==> src/rtl/sysram_arb_pkg.sv <==
// Shared definitions for the system RAM arbiter: requester IDs and arbiter state encoding.
package sysram_arb_pkg;

  localparam logic REQ_CPU = 1'b0;
  localparam logic REQ_DMA = 1'b1;

  typedef enum logic [1:0] {
    StIdle = 2'd0,
    StOwn0 = 2'd1,
    StOwn1 = 2'd2
  } arb_state_e;

  function automatic arb_state_e own_state(logic id);
    return id ? StOwn1 : StOwn0;
  endfunction

endpackage

==> src/rtl/sysram_arb_arb2_pick.sv <==
// Combinational 2-way pick: a locked owner keeps the grant unless its hold limit is hit
// while the other requester waits; otherwise contention is resolved by prio_i.
module arb2_pick (
  input  logic [1:0] req_i,
  input  logic [1:0] lock_i,
  input  logic       prio_i,
  input  logic       own_vld_i,
  input  logic       own_id_i,
  input  logic       limit_i,
  output logic [1:0] gnt_o
);

  logic other;

  always_comb begin
    other = ~own_id_i;
    gnt_o = 2'b00;
    if (own_vld_i && req_i[own_id_i] && lock_i[own_id_i]) begin
      if (limit_i && req_i[other]) begin
        gnt_o[other] = 1'b1;
      end else begin
        gnt_o[own_id_i] = 1'b1;
      end
    end else if (req_i == 2'b11) begin
      gnt_o[prio_i] = 1'b1;
    end else begin
      gnt_o = req_i;
    end
  end

endmodule

==> src/rtl/sysram_arb.sv <==
// Two-requester arbiter for the single-port system RAM (CPU = 0, DMA = 1).
// Define SYSRAM_ARB_RR_EN for round-robin contention; default is fixed priority to requester 0.
module sysram_arb
  import sysram_arb_pkg::*;
#(
  parameter int unsigned BYTE     = 8,
  parameter int unsigned BYTE_CNT = 4,
  parameter int unsigned WORD     = 32,
  parameter int unsigned ADDRW    = 14,
  parameter int unsigned MAX_HOLD = 16
) (
  input  logic                clk,
  input  logic                rst_n,
  input  logic                req0,
  input  logic                lock0,
  input  logic [BYTE_CNT-1:0] we0,
  input  logic [ADDRW-1:0]    addr0,
  input  logic [WORD-1:0]     din0,
  output logic                gnt0,
  output logic                rvalid0,
  input  logic                req1,
  input  logic                lock1,
  input  logic [BYTE_CNT-1:0] we1,
  input  logic [ADDRW-1:0]    addr1,
  input  logic [WORD-1:0]     din1,
  output logic                gnt1,
  output logic                rvalid1,
  output logic [WORD-1:0]     rdata,
  output logic [BYTE_CNT-1:0] mem_we,
  output logic                mem_re,
  output logic [ADDRW-1:0]    mem_addr,
  output logic [WORD-1:0]     mem_din,
  input  logic [WORD-1:0]     mem_dout
);

  localparam int unsigned HoldW = $clog2(MAX_HOLD + 1);

  if (WORD != BYTE * BYTE_CNT) begin : g_bad_word
    $error("sysram_arb: WORD must equal BYTE*BYTE_CNT");
  end

  arb_state_e          state_q, state_d;
  logic [HoldW-1:0]    hold_q, hold_d;
  logic                s1_vld_q, s1_vld_d, s1_id_q, s1_id_d;
  logic                s2_vld_q, s2_id_q;
  logic [BYTE_CNT-1:0] mem_we_d;
  logic                mem_re_d;
  logic [ADDRW-1:0]    mem_addr_d;
  logic [WORD-1:0]     mem_din_d;

  logic [1:0]          gnt_raw;
  logic                prio, own_vld, own_id, limit, acc, acc_id, keep;
  logic [BYTE_CNT-1:0] sel_we;

  assign own_vld = (state_q != StIdle);
  assign own_id  = (state_q == StOwn1);
  assign limit   = (hold_q == HoldW'(MAX_HOLD));

`ifdef SYSRAM_ARB_RR_EN
  logic ptr_q;

  always_ff @(posedge clk or negedge rst_n) begin
    if (!rst_n) begin
      ptr_q <= REQ_CPU;
    end else if (acc) begin
      ptr_q <= ~acc_id;
    end
  end

  assign prio = ptr_q;
`else
  assign prio = REQ_CPU;
`endif

  arb2_pick u_pick (
    .req_i     ({req1, req0}),
    .lock_i    ({lock1, lock0}),
    .prio_i    (prio),
    .own_vld_i (own_vld),
    .own_id_i  (own_id),
    .limit_i   (limit),
    .gnt_o     (gnt_raw)
  );

  // Grants are forced low while reset is asserted.
  assign gnt0   = gnt_raw[0] & rst_n;
  assign gnt1   = gnt_raw[1] & rst_n;
  assign acc    = gnt0 | gnt1;
  assign acc_id = gnt1 ? REQ_DMA : REQ_CPU;
  assign sel_we = acc_id ? we1 : we0;

  // Counter only runs while the same owner is re-granted and the other side is waiting.
  assign keep = own_vld && acc && (acc_id == own_id) && (own_id ? req0 : req1);

  always_comb begin
    state_d    = StIdle;
    hold_d     = '0;
    mem_we_d   = '0;
    mem_re_d   = 1'b0;
    mem_addr_d = mem_addr;
    mem_din_d  = mem_din;
    s1_vld_d   = 1'b0;
    s1_id_d    = acc_id;
    if (acc) begin
      state_d    = (acc_id ? lock1 : lock0) ? own_state(acc_id) : StIdle;
      mem_we_d   = sel_we;
      mem_re_d   = (sel_we == '0);
      mem_addr_d = acc_id ? addr1 : addr0;
      mem_din_d  = acc_id ? din1 : din0;
      s1_vld_d   = (sel_we == '0);
    end
    if (keep) begin
      hold_d = limit ? hold_q : hold_q + HoldW'(1);
    end
  end

  always_ff @(posedge clk or negedge rst_n) begin
    if (!rst_n) begin
      state_q  <= StIdle;
      hold_q   <= '0;
      s1_vld_q <= 1'b0;
      s1_id_q  <= 1'b0;
      s2_vld_q <= 1'b0;
      s2_id_q  <= 1'b0;
      mem_we   <= '0;
      mem_re   <= 1'b0;
      mem_addr <= '0;
      mem_din  <= '0;
    end else begin
      state_q  <= state_d;
      hold_q   <= hold_d;
      s1_vld_q <= s1_vld_d;
      s1_id_q  <= s1_id_d;
      s2_vld_q <= s1_vld_q;
      s2_id_q  <= s1_id_q;
      mem_we   <= mem_we_d;
      mem_re   <= mem_re_d;
      mem_addr <= mem_addr_d;
      mem_din  <= mem_din_d;
    end
  end

  assign rvalid0 = s2_vld_q && (s2_id_q == REQ_CPU);
  assign rvalid1 = s2_vld_q && (s2_id_q == REQ_DMA);
  assign rdata   = mem_dout;

endmodule

==> config.mk <==
export PLATFORM = sky130hd
export DESIGN_NAME = sysram_arb
export DESIGN_NICKNAME = d
export VERILOG_FILES = /design/src/rtl/sysram_arb_pkg.sv /design/src/rtl/sysram_arb_arb2_pick.sv /design/src/rtl/sysram_arb.sv
export SDC_FILE = /design/constraint.sdc
export NUM_CORES = 1
export LEC_CHECK = 0
export ABC_AREA = 1
export BUFFER_PORTS_ARGS = -buffer_cell sky130_fd_sc_hd__buf_4
export CAP_MARGIN = 0
export CORE_ASPECT_RATIO = 0.8
export CORE_MARGIN = 2
export CORE_UTILIZATION = 44
export DETAILED_ROUTE_END_ITERATION = 10
export GPL_ROUTABILITY_DRIVEN = 0
export GPL_TIMING_DRIVEN = 0
export PLACE_DENSITY_LB_ADDON = 0.05
export SKIP_LAST_GASP = 1
export SLEW_MARGIN = 20
export SYNTH_ARGS = -nofsm -noshare
export SYNTH_HDL_FRONTEND = slang
export SYNTH_HIERARCHICAL = 1
export SYNTH_SLANG_ARGS = --single-unit
==> constraint.sdc <==
create_clock -name clk -period 3.41 [get_ports clk]
set_clock_uncertainty 0.15 [all_clocks]
set_input_delay 0.5115 -clock clk [delete_from_list [all_inputs] [get_ports clk]]
set_output_delay 0.5115 -clock clk [all_outputs]
set_load 0.02 [all_outputs]
# ---- After elaboration in Yosys (flattened, before gate mapping)
# Cells that the tools add are included.
dict set report totals {
  output_inout_bits 87
  ff_bits 61
  elab_cells 61
  inputBits 138
}
dict set report op_classes {
  bitwise_logic 5
  eq_ne 5
  magnitude_cmp 4
  addsub 1
  n_reduce_logical 12
  n_mux 25
}
# cell n
set op_table {}
lappend op_table {{32-bit 2-to-1 mux} 1}
lappend op_table {{14-bit 2-to-1 mux} 1}
lappend op_table {{2-bit 2-to-1 mux} 6}
lappend op_table {{1-bit 2-to-1 mux} 11}
lappend op_table {{1-bit logical AND} 10}
lappend op_table {{5-bit 2-to-1 mux} 2}
lappend op_table {{4-bit 2-to-1 mux} 2}
lappend op_table {{5-bit by 1-bit adder with 5-bit output (second input constant)} 1}
lappend op_table {{5-bit == test (second input constant)} 1}
lappend op_table {{2-bit == test (second input constant)} 2}
lappend op_table {{4-bit zero test} 1}
lappend op_table {{1-bit by 2-bit less-than comparator with 1-bit output (second input constant)} 2}
lappend op_table {{1-bit AND} 2}
lappend op_table {{1-bit demux with 1-bit select} 2}
lappend op_table {{1-bit greater-or-equal comparator (second input constant)} 2}
lappend op_table {{2-bit inequality test (second input constant)} 1}
lappend op_table {{1-bit inverter} 2}
lappend op_table {{2-bit nonzero test} 1}
lappend op_table {{1-bit == test} 1}
lappend op_table {{1-bit OR} 1}

# ---- Depth between registers and ports, before layout
# Gate-level depths: netlist (run 1).
dict set report depth {
  depth_word 14
  depth_mapped 19
  depth_no_buf 17
}

# ---- By module
# Netlist (run 1), hierarchy kept.
# mod cells_each area_per_inst_um2 instances
set by_module_without_submodules {}
lappend by_module_without_submodules {sysram_arb 375 3052.9 1}
lappend by_module_without_submodules {arb2_pick 25 115.1 1}

# ---- Worst setup path before layout (run 1)
# No wires, ideal clock.
dict set report synth_timing {
  path_type {reg2out}
  from {reg hold_q[0]}
  to {out gnt1}
  path_slack_ps 1064
  arrival_time_ps 1685
  n_path_buf 2
  required_time_ps 2748
  stages_incl_launch_ff 16
  cell_sequence {dfrtp_1 -> inv_1 -> ha_1 -> nand2_1 -> inv_1 -> nand2_1 -> inv_1 -> nand2_1 -> nand2_1 -> nand2_1 -> nand3_1 -> nand2_1 -> nand2_2 -> buf_6 -> clkinv_2 -> buf_2}
}
dict set report synth_via {
  elab_chain_len 5
}
# element line
set synth_rtl {}
lappend synth_rtl {{from (decl)} sysram_arb.sv:43} ;# logic [HoldW-1:0] hold_q, hold_d;
lappend synth_rtl {{from (signal assigned)} sysram_arb.sv:131} ;# hold_q <= hold_d;
lappend synth_rtl {{5-bit == test} sysram_arb.sv:57} ;# assign limit = (hold_q == HoldW'(MAX_HOLD));
lappend synth_rtl {{net limit} sysram_arb.sv:52} ;# logic prio, own_vld, own_id, limit, acc, acc_id, keep;
lappend synth_rtl {{1-bit logical AND} sysram_arb_arb2_pick.sv:19} ;# if (limit_i && req_i[other]) begin
lappend synth_rtl {{2-bit 2-to-1 mux} sysram_arb_arb2_pick.sv:19}
lappend synth_rtl {{2-bit 2-to-1 mux} sysram_arb_arb2_pick.sv:18} ;# if (own_vld_i && req_i[own_id_i] && lock_i[own_id_i]) begin
lappend synth_rtl {{net gnt_raw[1]} sysram_arb.sv:51} ;# logic [1:0] gnt_raw;
lappend synth_rtl {{1-bit AND} sysram_arb.sv:87} ;# assign gnt1 = gnt_raw[1] & rst_n;
lappend synth_rtl {{to (decl)} sysram_arb.sv:26} ;# output logic gnt1,
# The timed path passes the listed nets, and every way through them passes these cells.

# ---- Worst setup path after layout (run 1)
# Same ends and word-level chain as after synthesis.

==> results by group, run 1 <==
Die
  • Initial core utilization: 45.75%
  • Die area: between 0.007 and 0.008 mm2
  • Die H: approximately 80 um
  • Rows: 27
  • # IOs: approximately 230
  • Core Box Area: roughly 0.0069 mm2
  • Die X: around 99 um

Worst setup path
  • R2R setup slack: roughly 0.68 ns
  • Crit. End Element: output port
  • CP Data Required Time: 2.75 ns
  • Worst Reg-to-Reg Cells: 18
  • CP Launch Type: flop
  • Most frequent CP cell: nand2_1
  • Critical path's largest stage delay: between 0.4 and 0.5 ns
  • Crit path max-delay family: buffers and inverters
  • Worst Path Arrival: about 2.5 ns
  • Reg2reg start: hold_q[0]
  • CP max stage cell: dfrtp_1
  • CP Max Fanout: 13
  • CP cell instances: inv_1 -> ha_1 -> nand2_1 -> inv_1 -> nand2_1 -> inv_1 -> nand2_1 -> nand2_1 -> nand2_1 -> nand3_1 -> nand2_1 -> nand2_2 -> buf_6 -> clkinv_2 -> buf_4
  • Critical path class: reg -> out
  • Worst r2r dst: mem_addr[2]
  • CP Buf/Inv Count: 6

Power
  • Pleak: ~2.6 nW
  • Pwr per Cell Area: slightly below 500 mW/mm2
  • Tot Pwr: around 0.0024 W
  • Peak supply drop: 0.0002836 V

Synthesis
  • Unique masters post-synth: 21
  • #FFs+latches synth: 61
  • Syn Area/Cell: roughly 7.9 um2
  • Warnings, synthesis: 6
  • Post-synthesis sequential area ratio: between 40% and 50%
  • Cells after Synth: 400
  • Mapped cell area: around 0.0032 mm2

Cells and area
  • Layout cells sized above 1: a little over two fifths
  • Footprint of the multi-input gates: 0.001180 mm2
  • Final core utilization: 71.36%
  • Layout area overhead: 56.00%
  • Fillers: a little under 600
  • Final nets: between 700 and 800
  • FF+latch area: 0.001526 mm2
  • N_diodes: 0

Clock tree
  • CTS resizes: 0
  • Max H-tree Level: 3
  • Clock Tree Buf Depth: 2
  • CTS Hold Bufs: 0
  • CTS tree: yes
  • CTS Buf Count: 9
  • CTS root buf: clkbuf_8
  • Clk_lat worst skew: roughly 0.33 ns
  • Reg clk slew, reported paths: 0.07 ns
  • Post CTS Setup Buffer Count: 0
  • Sink Count: just over 60

Drt
  • Vias per inst: around 4.9
  • Antenna violation net count after detailed routing: 0
  • Mean routed wirelength per cell: 13.68 um
  • DR iter-0 viols: 188
  • Total wire length: 9510 um
  • Vias: around 3,400
  • Drt pass-1 iters: 4
  • DRC Markers: 0

Timing
  • RSZ-0062 raised after global routing: false
  • Setup TNS: 0 ns
  • Final Setup Violations: 0
  • Final Max Slew Viols: 0
  • Worst Tran Pin Value: 0.8169 ns
  • Slew margin rel.: a little under half
  • Fin. Hold Viols: 0
  • Maximum clock frequency: about 0.32 GHz
  • Post-route worst setup slack: 0.2673 ns
  • Fin crit period: 3.143 ns
  • Fin crit share: roughly 92%

Global route
  • Number of global-route vias before repair: between 3,000 and 4,000
  • Antenna violations before repair: 0
  • Gr ovfl total: 0
  • Tot GR Track Use: approximately a quarter
  • First-pass GRT wire length: between 10,000 and 15,000 um
  • Largest net degree at the start of global routing: between 60 and 70

Place
  • Post-Place Worst Slack: 0.5723 ns
  • # port buffers: 192
  • Placed wire-length estimate: between 7000 and 8000 um

Worst hold path
  • Hold Path Class: in -> async

Outcome
  • Outcome: complete, no violations

Job
  • Max-cap violation count: 0
-- per-layer routing --
metal,vias up,part of all wire [%],global-route usage (%)
li1,1652,-,-
met1,1575,39,28.92
met2,148,50,38.51
met3,8,9.9,9.107
met4,0,1.3,6.164
met5,-,0,0
-- metrics by stage --
stage                     instances  hold slack (ns)  instance area, um2
final                           695           0.1174                4942
after global routing            695           0.1673                4942
after floorplan                 401          0.06591                3172
after global placement          680           0.1823                4722
after CTS                       696           0.1457                4947
after detailed placement        680           0.1951                4722
-- worst max path at each step --
stage / startpoint / to / slack (ns) / cells after the start
floorplan: hold_q[0] / gnt1 / 1.06 / 15
global placement: hold_q[0] / gnt1 / 0.66 / 16
detailed placement: hold_q[0] / gnt1 / 0.57 / 15
CTS: hold_q[0] / gnt1 / 0.20 / 15
global route: hold_q[1] / gnt1 / 0.02 / 15
finish: hold_q[0] / gnt1 / 0.27 / 15
-- power by group --
group | internal, W | switching [W]
clock network | 0.000449 | 0.000277
registers | 0.000838 | 0.0000640
logic | 0.000353 | 0.000411
total | 0.00164 | 0.000751
-- cell usage after synthesis, drive strengths merged --
cell	instances	share of area [%]
a21boi	2	0.47
a21oi	1	0.28
buf	46	11
clkbuf	7	0.83
clkinv	1	0.16
conb	1	0.12
dfrtp	61	48
ha	2	0.79
inv	23	2.7
nand2	85	10
nand3	12	1.9
nand4	1	0.20
nor2	60	7.1
o21ai	94	15
or2	1	0.20
xor2	3	0.83
-- flip-flops by register name (all words and copies together), names as in the netlist --
signal	flops
s2_id_q	1
hold_q	5
s1_id_q	1
state_q	2
mem_addr	14
s1_vld_q	1
mem_we	4
s2_vld_q	1
mem_din	32
-- area by class of cell --
type	count	share of cell area, %
timing repair buffer	192	29.16
sequential	61	30.89
clock buffer	12	3.139
buffer	52	7.468
clock inverter	4	1.418
tap	87	2.203
inverter	24	1.848
multi-input combinational	263	23.87
-- cell families after synthesis --
group	share of synthesized area [%]
other	0.1184
and+or+nand+nor	19.79
AOI/OAI and AO/OA	15.60
adders and majority gates	0.7898
DFF	48.18
buffers and inverters	14.69
xor gates and xnor gates	0.8295
-- placed cells by master (no fill, tap or decap) --
cell type  netlist  final
buf_4           32    224
xor2_1           3      3
conb_1           1      2
ha_1             2      2
clkbuf_1         7      8
o21ai_0         61     61
nor2_1          60     60
or2_2            1      1
clkbuf_8         0     11
inv_2            1      1
nand2_1         81     81
inv_1           22     22
buf_2            8      7
a21oi_2          1      1
dfrtp_1         61     61
nand3_1         12     12
buf_6            6      6
clkinv_2         1      3
nand2_2          4      4
o21ai_1         33     33
a21boi_0         2      2
nand4_1          1      1
bufinv_16        0      2
Note: power is estimated with default switching activity, not from simulation.
==> run 2: changes to the inputs <==
--- a/config.mk
+++ b/config.mk
@@ -10,7 +10,7 @@
 export CAP_MARGIN = 0
 export CORE_ASPECT_RATIO = 0.8
 export CORE_MARGIN = 2
-export CORE_UTILIZATION = 44
+export CORE_UTILIZATION = 45
 export DETAILED_ROUTE_END_ITERATION = 10
 export GPL_ROUTABILITY_DRIVEN = 0
 export GPL_TIMING_DRIVEN = 0
@@ -19,5 +19,4 @@
 export SLEW_MARGIN = 20
 export SYNTH_ARGS = -nofsm -noshare
 export SYNTH_HDL_FRONTEND = slang
-export SYNTH_HIERARCHICAL = 1
 export SYNTH_SLANG_ARGS = --single-unit
==> run 2 against run 1 <==
Against the previous run: final cell count rose by 7.8%; sequential power fell by 2%; non-clock buffer count rose by 1; routed wire length fell by 0.79%; largest cell class unchanged; highest routed layer unchanged.
==> results by group, run 2 <==
Worst hold path
  • Hold Path Class: in -> async

Power
  • Pleak: 3.216 nW (+22%)
  • Peak supply drop: 0.0002507 V (-12%)
  • Pwr per Cell Area: 426.1 mW/mm2 (-12%)

Place
  • Placed wire-length estimate: 7329 um (+2.1%)
  • # port buffers: 192 (unchanged)

Synthesis
  • Dominant cells by area after synthesis: dfrtp_1, nand2_1, o211ai_2
  • Synth top area share: 41.45% (-6.7 points)
  • Dominant cell type by area after synthesis: dfrtp_1
  • Syn Area/Cell: 8.504 um2 (+7.4%)
  • Most common cell in the netlist: nand2_1
  • Top_reg_cell synth: dfrtp_1
  • Unique masters post-synth: 26 (+24%)
  • FFs w/ async S/R, synth: 100.0% (unchanged)
  • EDFF count, synth: 0 (unchanged)
  • Post-synthesis sequential area ratio: 41.45% (-6.7 points)
  • Post-Syn Nets: between 500 and 600
  • Synth top cells by count: nand2_1, inv_1, dfrtp_1
  • Warnings, synthesis: 0 (-6)
  • #FFs+latches synth: 61 (unchanged)
  • Mapped cell area: 0.003682 mm2 (+16%)
  • Cells after Synth: 433 (+8.3%)

Timing
  • Final Max Slew Viols: 0 (unchanged)
  • Worst Tran Pin Value: 0.7907 ns (-0.02618 ns)
  • Setup TNS: 0 ns (unchanged)
  • Fin crit share: 81.60% (-11 points)
  • Slew margin rel.: 47.28% (+1.7 points)
  • Maximum clock frequency: 0.3594 GHz (+13%)
  • RSZ-0062 raised after global routing: false
  • Fin crit period: 2.783 ns (-0.3601 ns)
  • Fin. Hold Viols: 0 (unchanged)
  • Final Setup Violations: 0 (unchanged)

Clock tree
  • Max H-tree Level: 3 (unchanged)
  • CTS Buf Count: 9 (unchanged)
  • Clk_lat worst skew: 0.34 ns (about the same)
  • CTS Hold Bufs: 0 (unchanged)
  • CTS resizes: 0 (unchanged)
  • CTS root buf: clkbuf_8
  • Sink Count: 61 (unchanged)
  • CTS tree: yes
  • Clock Tree Buf Depth: 2 (unchanged)
  • Reg clk slew, reported paths: 0.07 ns (about the same)
  • Post CTS Setup Buffer Count: 0 (unchanged)

Drt
  • Antenna violation net count after detailed routing: 0 (unchanged)
  • Vias: 3,400 (+0.50%)
  • DRC Markers: 0 (unchanged)
  • Total wire length: 9435 um (-0.79%)
  • DR iter-0 viols: 151 (-20%)
  • Vias per inst: 4.539 (-6.7%)
  • Mean routed wirelength per cell: 12.60 um (-7.9%)
  • Drt pass-1 iters: 4 (unchanged)

Cells and area
  • Final core utilization: 68.84% (-2.5 points)
  • Layout cells sized above 1: 48.52% (+5.8 points)
  • Max FFs per register: 32 (unchanged)
  • N_diodes: 0 (unchanged)
  • Biggest regs: mem_din (32), mem_addr (14), hold_q (5)
  • Commonest non-fill, non-tap cells in the layout: buf_4, nand2_1, inv_1, dfrtp_1, o211ai_2
  • Largest reg by FF count: mem_din
  • Layout area overhead: 48.56%
  • Most common cell after layout, fill and taps aside: buf_4
  • Final nets: 776 (+4.4%)
  • Fillers: 669 (+16%)

Die
  • Core Box Area: 0.007946 mm2 (+15%)
  • Die area: 0.008927 mm2 (+13%)
  • Die X: 105.1 um (+6.3%)
  • Die H: 84.91 um (+6.3%)
  • # IOs: 225 (unchanged)
  • Initial core utilization: 46.34% (+0.59 points)
  • Rows: 29 (+7.4%)

Global route
  • Gr ovfl total: 0 (unchanged)
  • Tot GR Track Use: 21.42% (-2.0 points)
  • Antenna violations before repair: 0 (unchanged)
  • Number of global-route vias before repair: 3,192 (+3.1%)
  • First-pass GRT wire length: 15,350 um (+5.4%)
  • Largest net degree at the start of global routing: 64 (-4.5%)

Worst setup path
  • Worst Reg-to-Reg Cells: 11 (-7)
  • CP Data Required Time: 2.75 ns (about the same)
  • CP cell instances: inv_1 -> ha_1 -> nand2_1 -> nor3_4 -> nand3_2 -> nand3_2 -> nand2_4 -> buf_8 -> buf_6 -> inv_1 -> buf_4
  • Crit. End Element: output port
  • Worst Path Arrival: 2.12 ns (-0.36 ns)
  • CP max stage cell: dfrtp_1
  • Crit path depth: 11 (-4)
  • CP Buf/Inv Count: 5 (-1)
  • CP Max Fanout: 10 (-3)
  • CP Launch Type: flop
  • Crit path max-delay family: simple AND/OR/NAND/NOR gates
  • Critical path's largest stage delay: 0.42 ns (about the same)
  • Critical path class: reg -> out

Job
  • Max-cap violation count: 0 (unchanged)

Outcome
  • Outcome: complete, no violations
[run 2: cell types whose count changed after synthesis, sizes merged]
cell and delta:
buf +7, conb -1, inv +45, nand3 -3
o21ai -90, nand3b +1, nor2 -43, nand2 +81
clkinv -1, a21boi -2, nor3 +1, o211ai +46
clkbuf -7, or2 -1
[run 2: final timing paths]
path,startpoint,end,slack [ns]
max,hold_q[0],gnt1,0.63
min,rst_n,mem_addr[7],0.10
max reg2reg,hold_q[0],mem_din[9],1.31
min reg2reg,s1_id_q,s2_id_q,0.22
max in group asynchronous,rst_n,mem_din[7],2.48
min in group clk,s1_id_q,s2_id_q,0.22
[run 2: kinds of logic (layout without fill, tap and decap cells)]
group / count (synthesis) / count (layout) / share of synthesized area [%]
flip-flops: 61 / 61 / 41.45
buffers and inverters: 121 / 329 / 19.71
adder cells (fa/ha/maj): 2 / 2 / 0.6795
XOR/XNOR: 3 / 3 / 0.7137
AND/OR/NAND/NOR: 195 / 195 / 22.05
AO/OA/AOI/OAI: 51 / 51 / 15.39
[run 2: layout make-up]
type	count	area [um2]	area share, %
Sequential cell	61	1526	27.90
Timing Repair Buffer	192	1441	26.35
Multi-Input combinational cell	251	1430	26.14
Buffer	53	470.5	8.600
Inverter	68	255.2	4.666
Clock buffer	13	168.9	3.088
Tap cell	108	135.1	2.470
Clock inverter	3	42.54	0.7777
[run 2: where the power goes]
part           internal, W  switching (W)
combinational     0.000363       0.000410
clock             0.000396       0.000277
sequential        0.000826      0.0000577
[run 2: per-stage QoR]
stage / instance area [um2] / cells / setup slack [ns] / total power, W / hold WS (ns)
2_1_floorplan: 3682 / 433 / 1.175 / 0.001308 / 0.06591
3_3_place_gp: 5259 / 733 / 0.5740 / 0.001664 / 0.1825
3_5_place_dp: 5259 / 733 / 0.5623 / 0.001677 / 0.2041
4_1_cts: 5470 / 749 / 0.5622 / 0.002355 / 0.1358
5_1_grt: 5470 / 749 / 0.4102 / 0.002458 / 0.1640
6_report: 5470 / 749 / 0.6274 / 0.002331 / 0.1047
[run 2: metal layers]
metal  up-vias  track usage [%]  routed length, um
met1      1532            27.30               4047
met4         0            6.182                 82
li1       1710                -                  -
met2       150            35.36               4519
met3         8            6.759                787
met5         -                0                  0
==> run 3: changes to the inputs <==
--- a/config.mk
+++ b/config.mk
@@ -5,12 +5,12 @@
 export SDC_FILE = /design/constraint.sdc
 export NUM_CORES = 1
 export LEC_CHECK = 0
-export ABC_AREA = 1
+export ABC_AREA = 0
 export BUFFER_PORTS_ARGS = -buffer_cell sky130_fd_sc_hd__buf_4
 export CAP_MARGIN = 0
 export CORE_ASPECT_RATIO = 0.8
 export CORE_MARGIN = 2
-export CORE_UTILIZATION = 45
+export CORE_UTILIZATION = 42
 export DETAILED_ROUTE_END_ITERATION = 10
 export GPL_ROUTABILITY_DRIVEN = 0
 export GPL_TIMING_DRIVEN = 0
==> constraint.sdc (replaced) <==
create_clock -name clk -period 2.75 [get_ports clk]
set_clock_uncertainty 0.15 [all_clocks]
set_input_delay 0.4125 -clock clk [delete_from_list [all_inputs] [get_ports clk]]
set_output_delay 0.4125 -clock clk [all_outputs]
set_load 0.02 [all_outputs]
==> run 3 against run 2 <==
Against the previous run: core utilization fell by 3.1 points; count of clock-buffer cells in the layout did not move; largest power group unchanged; flip-flop and latch count did not move; critical path depth fell by 3; combinational power rose by 5.0%; die area fell by 2.0%; area after synthesis fell by 8.6%; register-to-register slack got worse by 0.94 ns; power rose by 8.7%; worst setup slack got worse by 0.50 ns; sequential power rose by 19%; sequential share of layout area rose by 1.7 points.
==> results by group, run 3 <==
Cells and area
  • Footprint of the multi-input gates: 0.001480 mm2 (+3.5%)
  • N_diodes: 0 (unchanged)
  • Biggest regs: mem_din (32), mem_addr (14), hold_q (5)
  • Final core utilization: 65.69% (-3.1 points)
  • Final nets: 696 (-10%)
  • FF+latch area: 0.001526 mm2 (unchanged)
  • Fillers: 703 (+5.1%)
  • Commonest non-fill, non-tap cells in the layout: buf_4, nand2_1, dfrtp_1, mux2_2, mux2_4
  • Max FFs per register: 32 (unchanged)
  • Most common cell after layout, fill and taps aside: buf_4
  • Layout cells sized above 1: 52.86% (+4.3 points)
  • Layout area overhead: 53.03%
  • Largest reg by FF count: mem_din

Synthesis
  • #FFs+latches synth: 61 (unchanged)
  • Synth top cells by count: nand2_1, dfrtp_1, buf_4
  • Simple-Gate Fraction of Synth Area: 20.94% (-1.1 points)
  • Warnings, synthesis: 0 (unchanged)
  • Syn Area/Cell: 9.558 um2 (+12%)
  • Post-Syn Nets: 492 (-14%)
  • XOR/XNOR Fraction of Synth Area: 1.041% (+0.33 points)
  • Mapped cell area: 0.003364 mm2 (-8.6%)
  • Synth top area share: 45.37% (+3.9 points)
  • Cells after Synth: 352 (-19%)
  • EDFF count, synth: 0 (unchanged)
  • Adder-Cell Fraction of Synth Area: 0.7438% (+0.064 points)
  • Dominant cell type by area after synthesis: dfrtp_1
  • Post-synthesis sequential area ratio: 45.37% (+3.9 points)
  • Largest family of logic cells by synthesized area: simple AND/OR/NAND/NOR gates
  • Dominant cells by area after synthesis: dfrtp_1, nand2_1, mux2_2
  • Top_reg_cell synth: dfrtp_1
  • Unique masters post-synth: 32 (+23%)
  • Mux contribution to synthesized area: 18.37% (+18 points)
  • FFs w/ async S/R, synth: 100.0% (unchanged)
  • Most common cell in the netlist: nand2_1
  • Compound-Gate Fraction of Synth Area: 2.454% (-13 points)

Drt
  • Antenna violation net count after detailed routing: 0 (unchanged)
  • Total wire length: 9301 um (-1.4%)
  • Vias: 3,073 (-9.6%)
  • DRC Markers: 0 (unchanged)
  • Drt pass-1 iters: 4 (unchanged)
  • Vias per inst: 4.600 (+1.3%)
  • DR iter-0 viols: 101 (-33%)
  • Mean routed wirelength per cell: 13.92 um (+11%)

Timing
  • Worst Tran Pin Value: 0.8970 ns (+0.1063 ns)
  • Final Max Slew Viols: 0 (unchanged)
  • Fin. Hold Viols: 0 (unchanged)
  • RSZ-0062 raised after global routing: false
  • Post-route worst setup slack: 0.1261 ns (-0.5013 ns)
  • Slew margin rel.: 39.80% (-7.5 points)
  • Fin crit share: 95.41%
  • Final Setup Violations: 0 (unchanged)
  • Maximum clock frequency: around 0.38 GHz
  • Fin crit period: around 2.6 ns

Clock tree
  • Clock Tree Buf Depth: 2 (unchanged)
  • CTS root buf: clkbuf_8
  • CTS Buf Count: 9 (unchanged)
  • Reg clk slew, reported paths: 0.07 ns (about the same)
  • Max H-tree Level: 3 (unchanged)
  • CTS tree: yes
  • Sink Count: 61 (unchanged)
  • Clk_lat worst skew: 0.33 ns (about the same)

Global route
  • Number of global-route vias before repair: 3,097 (-3.0%)
  • First-pass GRT wire length: 14,820 um (-3.4%)
  • Largest net degree at the start of global routing: 64 (unchanged)
  • Antenna violations before repair: 0 (unchanged)
  • Gr ovfl total: 0 (unchanged)
  • Tot GR Track Use: 21.36% (-0.063 points)

Die
  • Die area: 0.008747 mm2 (-2.0%)
  • # IOs: 225 (unchanged)
  • Die X: 104.1 um (-1.0%)
  • Rows: 29 (unchanged)
  • Core Box Area: 0.007838 mm2 (-1.4%)
  • Initial core utilization: 42.93% (-3.4 points)
  • Die H: 84.06 um (-1.0%)

Place
  • Placed wire-length estimate: 7015 um (-4.3%)
  • Post-Place Worst Slack: -0.2633 ns (-0.8255 ns)
  • # port buffers: 190 (-1.0%)

Worst setup path
  • CP Data Required Time: 2.19 ns (-0.56 ns)
  • CP Max Fanout: 10 (unchanged)
  • Worst Path Arrival: 2.06 ns (-0.06 ns)
  • Crit. End Element: output port
  • Critical path class: reg -> out
  • CP Launch Type: flop

Worst hold path
  • Hold Path Class: in -> reg

Job
  • Max-cap violation count: 0 (unchanged)

Power
  • Pwr per Cell Area: 492.1 mW/mm2 (+15%)
  • Pleak: 2.767 nW (-14%)
  • Peak supply drop: 0.0002738 V (+9.2%)

Outcome
  • Outcome: complete, no violations
run 3: path summary, 6_finish.rpt:
check / depth (start not counted) / slack (ns) / from / end
max: 8 / 0.13 / hold_q[0] / gnt0
min: 2 / 0.14 / lock1 / state_q[1]
max reg2reg: 8 / 0.37 / hold_q[0] / hold_q[1]
min reg2reg: 0 / 0.21 / s1_id_q / s2_id_q
max in group asynchronous: 3 / 1.69 / rst_n / mem_we[2]
min in group asynchronous: 3 / 0.49 / rst_n / mem_addr[9]
run 3: report_power, final:
| group | internal [W] | switching, W | leakage [nW] |
|---|---|---|---|
| registers | 0.000994 | 0.0000530 | 0.759 |
| logic | 0.000428 | 0.000385 | 1.92 |
| clock network | 0.000345 | 0.000329 | 0.0833 |
run 3: what timing repair did:
action | CTS | global route
hold buffers | 0 | 2
buffers inserted | 1 | 0
hold endpoints to repair | 0 | 61
gates resized for setup | 1 | 3
setup endpoints to repair | 1 | 42
run 3: stage by stage:
stage	setup TNS (ns)	std cells	area (um2)	power, W	hold WS (ns)
detailed placement	-9.850	650	4926	0.001877	0.1996
floorplan	0	352	3364	0.001494	-0.03309
finish	0	668	5149	0.002533	0.1418
CTS	0	666	5101	0.002559	0.03830
global route	0	668	5149	0.002677	0.1344
global placement	-9.617	650	4926	0.001860	0.1838
run 3: final cells by class:
type | instances | area share [%]
flip-flops and latches | 61 | 29.65
multi-input cells | 238 | 28.75
repair buffers | 193 | 28.65
plain buffers | 51 | 7.096
clock buffers | 13 | 2.892
well taps | 108 | 2.625
clock inverters | 2 | 0.1944
inverters | 2 | 0.1458
run 3: logic make-up after synthesis:
group	after synthesis
multiplexers	48
AO/OA/AOI/OAI	12
flip-flops	61
AND/OR/NAND/NOR	172
buffers and inverters	53
adder cells (fa/ha/maj)	2
XOR/XNOR	4
run 3: worst max-delay path, stage by stage (launching register included):
cell	delay, ns
dfrtp_1	0.41
inv_2	0.09
ha_1	0.15
nor4bb_2	0.19
buf_4	0.17
mux2i_4	0.29
nor2_4	0.08
buf_4	0.19
buf_4	0.17
run 3: routing by layer:
layer	vias up	share of wire (%)	routed length, um	track usage [%]
met4	0	1.2	110	6.020
met1	1407	40	3739	25.86
met5	-	0	0	0
met2	137	48	4494	34.87
met3	10	10	957	9.212
li1	1519	-	-	-
